[src/rtl/normalize_16bit.sv]
// normalize_16bit: sequential normaliser that finds the shift needed to move the
// first set bit to the MSB (left mode) or LSB (right mode). The search is a binary
// step sequence of 8, 4, 2, 1 positions, one stage per clock. The returned count
// can be fed back to the barrel shifter to denormalise.
module normalize_16bit #(
  parameter int WIDTH = 16,  // only 16 is supported: the stage schedule is fixed
  parameter int CNT_W = 4    // log2(WIDTH)
) (
  input  logic             clk,
  input  logic             rst,
  input  logic             in_valid,
  output logic             in_ready,
  input  logic [WIDTH-1:0] in_data,
  input  logic             dir,
  output logic             out_valid,
  input  logic             out_ready,
  output logic [WIDTH-1:0] out_data,
  output logic [CNT_W-1:0] out_count,
  output logic             out_zero
);

  typedef enum logic [1:0] {
    IDLE = 2'd0,
    NORM = 2'd1,
    DONE = 2'd2
  } state_t;

  state_t             state;
  state_t             next_state;
  logic [WIDTH-1:0]   work;       // word being normalised
  logic [CNT_W-1:0]   cnt;        // shift count accumulated so far
  logic [1:0]         k;          // stage index: step size is 2^k
  logic               dir_r;      // direction latched at acceptance
  logic               hit;        // current stage shifts
  logic [3:0]         shift_amt;  // 2^k
  logic [WIDTH-1:0]   stage_word; // work after the current stage
  logic [CNT_W-1:0]   stage_cnt;  // cnt after the current stage

  logic accept;
  logic retire;

  assign in_ready  = (state == IDLE);
  assign out_valid = (state == DONE);
  assign accept    = in_valid & in_ready;
  assign retire    = out_valid & out_ready;

  // State register.
  // NOTE: sequential state uses non-blocking (<=) so every register samples the
  // pre-edge values; combinational blocks use blocking (=).
  always_ff @(posedge clk or posedge rst) begin
    if (rst) state <= IDLE;
    else     state <= next_state;
  end

  // Next-state logic: accept in IDLE, run four stages, hold result until retired.
  always_comb begin
    // NOTE: assigning a default first keeps every path driven, so no latch is inferred.
    next_state = state;
    case (state)
      IDLE:    if (accept) next_state = NORM;
      NORM:    if (k == 2'd0) next_state = DONE;
      DONE:    if (retire) next_state = IDLE;
      default: next_state = IDLE;
    endcase
  end

  // One search stage: test whether the outermost 2^k bits on the target side are
  // clear and, if so, shift them out with zero fill.
  always_comb begin
    hit = 1'b0;
    case (k)
      2'd3:    hit = dir_r ? (work[15:8]  == 8'h00) : (work[7:0] == 8'h00);
      2'd2:    hit = dir_r ? (work[15:12] == 4'h0)  : (work[3:0] == 4'h0);
      2'd1:    hit = dir_r ? (work[15:14] == 2'b00) : (work[1:0] == 2'b00);
      default: hit = dir_r ? ~work[15]              : ~work[0];
    endcase
    shift_amt  = 4'd1 << k;
    stage_word = work;
    if (hit) stage_word = dir_r ? (work << shift_amt) : (work >> shift_amt);
    stage_cnt    = cnt;
    stage_cnt[k] = hit;
  end

  // Datapath: capture on acceptance, step during NORM, load outputs on the last stage.
  always_ff @(posedge clk or posedge rst) begin
    if (rst) begin
      work      <= '0;
      cnt       <= '0;
      k         <= 2'd0;
      dir_r     <= 1'b0;
      out_data  <= '0;
      out_count <= '0;
      out_zero  <= 1'b0;
    end else begin
      case (state)
        IDLE: begin
          if (accept) begin
            work  <= in_data;
            dir_r <= dir;
            cnt   <= '0;
            k     <= 2'd3;
          end
        end
        NORM: begin
          work <= stage_word;
          cnt  <= stage_cnt;
          k    <= k - 2'd1;
          if (k == 2'd0) begin
            out_data  <= stage_word;
            out_count <= stage_cnt;
            // Only an all-zero input leaves nothing after every stage has run.
            out_zero  <= (stage_word == '0);
          end
        end
        default: ;
      endcase
    end
  end

endmodule

[config.mk]
export PLATFORM = sky130hd
export DESIGN_NAME = normalize_16bit
export DESIGN_NICKNAME = d
export VERILOG_FILES = /design/src/rtl/normalize_16bit.sv
export SDC_FILE = /design/constraint.sdc
export NUM_CORES = 1
export LEC_CHECK = 0
export ABC_AREA = 1
export CAP_MARGIN = 40
export CORE_MARGIN = 4
export CORE_UTILIZATION = 40
export DETAILED_ROUTE_END_ITERATION = 10
export DONT_BUFFER_PORTS = 1
export SYNTH_ARGS = -nofsm -noshare
export SYNTH_HDL_FRONTEND = slang
export SYNTH_SLANG_ARGS = --single-unit
[constraint.sdc]
create_clock -name clk -period 2.9 [get_ports clk]
set_input_delay 0.58 -clock clk [delete_from_list [all_inputs] [get_ports clk]]
set_output_delay 0.58 -clock clk [all_outputs]
set_load 0.1 [all_outputs]
# Word level (Yosys, flattened, before mapping)
# Cells that the tools add are included.
[totals]
reg_bits = 46
in_bits = 21
output_inout_bits = 23
word_cells = 61
[op_classes]
add_sub_neg = 1
magnitude_cmp = 2
n_eq_ne = 8
n_shift = 3
n_mux = 20
bitwise = 4
n_reduce_logical = 15
[ops]
columns = ["cell", "n"]
rows = [
  ["two-way mux 16 bit", 3],
  ["case mux 16 bit (2 select lines)", 1],
  ["logical NOT 16 bit", 1],
  ["logical NOT 8 bit", 2],
  ["left shift 16 x 4 -> 16 bit", 1],
  [">> shifter 16 x 4 -> 16 bit", 1],
  ["logical NOT 2 bit", 4],
  ["logical NOT 4 bit", 2],
  ["two-way mux 2 bit", 4],
  ["case mux 4 bit (2 select lines)", 1],
  ["equality test 2 bit (second input constant)", 3],
  ["case mux 2 bit (3 select lines)", 1],
  ["AND reduction 2 bit", 3],
  ["two-way mux 1 bit", 5],
  ["bitwise mux 4 bit", 1],
  ["equality test 2 x 1 -> 1 bit (second input constant)", 2],
  ["two-way mux 4 bit", 1],
  ["inequality test 2 x 1 -> 1 bit (second input constant)", 2],
  ["case mux 2 bit (2 select lines)", 1],
  ["left shift 1 x 2 -> 4 bit (first input constant)", 1],
  ["< comparator 2 x 3 -> 1 bit (second input constant)", 1],
  ["case mux 1 bit (3 select lines)", 1],
  ["AND reduction 3 bit", 1],
  ["bitwise AND 1 bit", 2],
  ["7 further kinds", 8],
]

# Logic depth before layout (Yosys ltp)
[depth]
ltp_word = 6
mapped_depth = 18

# Worst setup path before layout
# Ideal clock, no wire load.
[synth_path]
kind = "reg-to-reg"
from = "register state[0]"
to = "register work[15]"
setup_time_ps = 137
arrival_time_ps = 2529
required_ps = 2763
path_slack_ps = 234
stages_incl_launch_ff = 8
synth_period_minus_slack_ps = 2666
path_cell_list = "dfrtp_1 nor2_1 nand2_1 clkinv_1 nor2_1 clkbuf_1 nand2_1 o211ai_1"
[synth_via]
elab_chain_cells = 4
elab_cells_between_ends = 7
classes_between = "2 x eq/ne; 1 x mux; 1 x bitwise; 3 x reduce/logical"
[synth_lines]
columns = ["item", "line_no", "text"]
rows = [
  ["from (decl)", "28", "state_t state;"],
  ["from (signal assigned)", "52", "else state <= next_state;"],
  ["logical NOT 2 bit (*)", "42", "assign in_ready = (state == IDLE);"],
  ["via in_ready", "12", "output logic in_ready,"],
  ["bitwise AND 1 bit", "44", "assign accept = in_valid & in_ready;"],
  ["inequality test 2 x 1 -> 1 bit (no source line)", "n/a", ""],
  ["AND reduction 2 bit (no source line)", "n/a", ""],
  ["to (signal assigned)", "98", "work <= in_data;"],
  ["to (signal assigned)", "105", "work <= stage_word;"],
  ["to (decl)", "30", "logic [WIDTH-1:0] work;"],
]
# Mark *: on every way through the listed nets, which the timed path passes. The rest lies on a longest branch.
# A chain may end at the register's enable or synchronous reset.

# Worst setup path in the final report
[layout_path]
from = "register k[0]"
to = "register out_zero"
[layout_via]
elab_chain_cells = 5
elab_cells_between_ends = 12
classes_between = "3 x eq/ne; 3 x shift; 3 x mux; 3 x reduce/logical"
[layout_lines]
columns = ["item", "line_no", "text"]
rows = [
  ["from (decl)", "32", "logic [1:0] k;"],
  ["from (signal assigned)", "107", "k <= k - 2'd1;"],
  ["left shift 1 x 2 -> 4 bit", "77", "shift_amt = 4'd1 << k;"],
  [">> shifter 16 x 4 -> 16 bit / left shift 16 x 4 -> 16 bit (equally long branches)", "79", "if (hit) stage_word = dir_r ? (work << shift_amt) : (work >> shift_amt);"],
  ["two-way mux 16 bit (2 in a row)", "79", ""],
  ["logical NOT 16 bit", "112", "out_zero <= (stage_word == '0);"],
  ["to (signal assigned)", "112", ""],
  ["to (decl)", "19", "output logic out_zero"],
]
# Parallel ways exist; a longest one is shown, timed or not.

==> impl_metrics.yaml <==
sta:
  setup_viol: 0
  tns_ps: 0
  fin_crit_sh_pct: 85.5
  hold_viol_final: 0
  fmaxAchievable_mhz: 403
  period_needed_ps: 2480
  rsz0062_at_grt: "false"
  timing.hold.ws_ps: 181
  slew_viol_final: 0
  finClkSkew_ps: 14.9
  worst_pin_slew_ps: 900
  slew_headroom_pct: 40.0
route:
  first_pass_iters: 6
  num_vias: 3946
  ant_nets: 0
  drt_drc_violations_left: 0
  drt_iter0_drc: 396
  wl_um: 12800
  via_per_inst: 5.68
  routedWlPerCell_um: 18.4
critical_path:
  r2r_cells: 15
  r2r_end: "out_zero"
  worstReg2RegStart: "k[0]"
  crit_fanout: 20
  cp.required_ps: 3110
  worst-r2r-setup-slack_ps: 420
  crit_path_cell_trace: "ha_1 -> inv_1 -> nor2_4 -> nand3_2 -> o21ai_2 -> nand2_2 -> a21oi_2 -> buf_4 -> nand2_1 -> nand2_1 -> nor2_1 -> nand2_1 -> nor2_1 -> nand3_1 -> nand2_1"
  arrival_ps: 2690
  worst_path_max_delay_cell: "dfrtp_1"
  cp_common_cell: "nand2_1"
  critPathCapture: "out_zero"
  cp_slowest_stage_delay_ps: 410
  worstSetupStartpoint: "k[0]"
  endpoint_kind: "flip-flop"
  worstSetupPathType: "flip-flop to flip-flop"
  cp-start-kind: "flip-flop"
synthesis:
  ys_warn_count: 0
  synth_top_family_by_area: "simple AND/OR/NAND/NOR gates"
  yosys.area_share.adder_pct: 1.77
  synth_area_leaders: "dfrtp_1, nand2_1, nand3_1"
  synth.largest_area_cell: "dfrtp_1"
  synth-compound-area-share_pct: 10.9
  synthMuxAreaShare_pct: 0
  yosys.area_share.simple_pct: 47.7
  synth_nets: 606
  synth-xor-area-share_pct: 0
  synthesis.instances: 580
  netlist.area_leader.share_pct: 31.8
  yosysSeqAreaShare_pct: 31.8
  ys_seq_elements: 45
  mappedNetlistArea_mm2: 0.00354
  netlist-cell-type-count: 32
  synth.avg_cell_area_um2: 6.11
layout:
  syn2layout_area_growth_pct: 19.1
  drive_above_1_share_pct: 10.7
  num-nets-final: 612
  n_antenna_cell: 0
placement:
  hpwl_um: 9580
  portBuffers: 0
  gp_congestion: 1.00
global_routing:
  gr-usage-all-layers_pct: 25.7
  antenna_found_initial: 0
  met1_usage_pct: 36.4
  grt_pass1_wl_um: 20600
  grt.met3_usage_pct: 3.96
  gr-total-overflow: 0
  grt_max_degree: 36
  use_met2_pct: 40.3
  grt_pass1_vias: 3779
  busiest_layer: "met2"
floorplanning:
  dieArea_mm2: 0.0104
  start_util_pct: 40.8
  fp.dieH_um: 102
  io_pins: 44
  core_area_mm2: 0.00868
  num_rows: 34
  die_x_um: 102
cts:
  htree_levels: 2
  clock-sinks: 45
  cts_buffers: 5
  post_cts_resized: 0
  hold_buffers: 0
  clkTransAtPathRegs_ps: 100
  cts_tree: "done"
  cts_buffer_depth: 2
  cts-root-buf: "clkbuf_8"
  post-cts-setup-buffers: 0
  clock_latency_ps: 310
run_status:
  status: "completed"
min_path:
  hold_class: "input port to async pin"
flow_run:
  drv_cap: 0
-- synthesized netlist by cell type --
| cell | instances |
|---|---|
| a21oi_1 | 3 |
| a21oi_2 | 1 |
| a22oi_1 | 1 |
| a31oi_1 | 1 |
| buf_2 | 11 |
| buf_4 | 3 |
| buf_6 | 1 |
| clkbuf_1 | 16 |
| clkbuf_2 | 1 |
| clkinv_1 | 1 |
| clkinv_2 | 1 |
| dfrtp_1 | 45 |
| ha_1 | 5 |
| inv_1 | 27 |
| inv_2 | 3 |
| nand2_1 | 251 |
| nand2_2 | 6 |
| nand2_4 | 1 |
| nand3_1 | 101 |
| nand3_2 | 2 |
| nand4_1 | 2 |
| nor2_1 | 34 |
| nor2_2 | 3 |
| nor2_4 | 1 |
| nor3_1 | 1 |
| o211ai_1 | 13 |
| o21a_1 | 1 |
| o21ai_0 | 35 |
| o21ai_1 | 2 |
| o21ai_2 | 3 |
| o221ai_1 | 3 |
| o31ai_1 | 1 |
-- worst max-delay path: cells and delay by family, from the launching register on --
family | cells | cell delay (ps)
compound gates | 2 | 210
fa+ha+maj | 1 | 330
simple gates | 10 | 1010
flops | 1 | 410
buf+inv | 2 | 410
-- kinds of logic (layout without fill, tap and decap cells) --
| group | after synthesis | count (layout) |
|---|---|---|
| adder cells (fa/ha/maj) | 5 | 5 |
| buffers and inverters | 64 | 71 |
| AO/OA/AOI/OAI | 64 | 64 |
| AND/OR/NAND/NOR | 402 | 402 |
| flip-flops | 45 | 45 |
-- layer usage --
metal	routed length [um]	vias to the layer above
met1	5510	1831
li1	-	1908
met4	237	0
met5	0	-
met2	5970	185
met3	1060	22
-- state kept, by name (all words and copies together), names as in the netlist --
| signal | cells |
|---|---|
| cnt | 3 |
| dir_r | 1 |
| k | 2 |
| out_count | 4 |
| out_data | 16 |
| out_zero | 1 |
| state | 2 |
| work | 16 |
-- cell type report --
class	count	area, um2
Clock inverter	1	8.76
Clock buffer	7	96.3
Fill cell	908	4460
Inverter	32	121
Tap cell	108	135
Multi-Input combinational cell	471	2150
Timing Repair Buffer	31	586
Sequential cell	45	1130
-- how the worst min path moves through the flow --
stage	endpoint	slack (ps)	from
after global placement	cnt[3]	460	cnt[3]
final	out_data[12]	180	rst
after detailed placement	cnt[1]	470	cnt[1]
after floorplan	cnt[1]	450	cnt[1]
after global routing	out_data[12]	220	rst
after CTS	out_data[12]	200	rst
-- cells in the final DEF (no fill, tap or decap) --
cell,synthesis,layout
buf_4,3,13
nand4_1,2,2
a21oi_1,3,3
buf_16,0,17
nand2_2,6,6
inv_2,3,4
inv_6,0,1
ha_1,5,5
buf_12,0,1
o221ai_1,3,3
o21ai_1,2,2
o21a_1,1,1
a22oi_1,1,1
nand3_2,2,2
o21ai_0,35,35
o21ai_2,3,3
clkinv_1,1,1
nor2_4,1,1
clkinv_2,1,1
nand3_1,101,101
a21oi_2,1,1
clkbuf_8,0,7
o31ai_1,1,1
inv_1,27,26
a31oi_1,1,1
o211ai_1,13,13
nand2_1,251,251
nand2_4,1,1
dfrtp_1,45,45
nor3_1,1,1
nor2_1,34,32
nor2_2,3,5
-- per-stage QoR --
| stage | cell area [um2] | util (%) | setup WS (ps) | std cells |
|---|---|---|---|---|
| after global placement | 3640 | 41.9 | 412 | 669 |
| after CTS | 4220 | 48.6 | 413 | 695 |
| final | 4220 | 48.6 | 420 | 695 |
| after floorplan | 3540 | - | 234 | 580 |
| after detailed placement | 4120 | 47.4 | 417 | 687 |
| after global routing | 4220 | 48.6 | 224 | 695 |
Power is not shown: default switching activity piles up to over one toggle a cycle in this logic, so the estimate is an artifact.
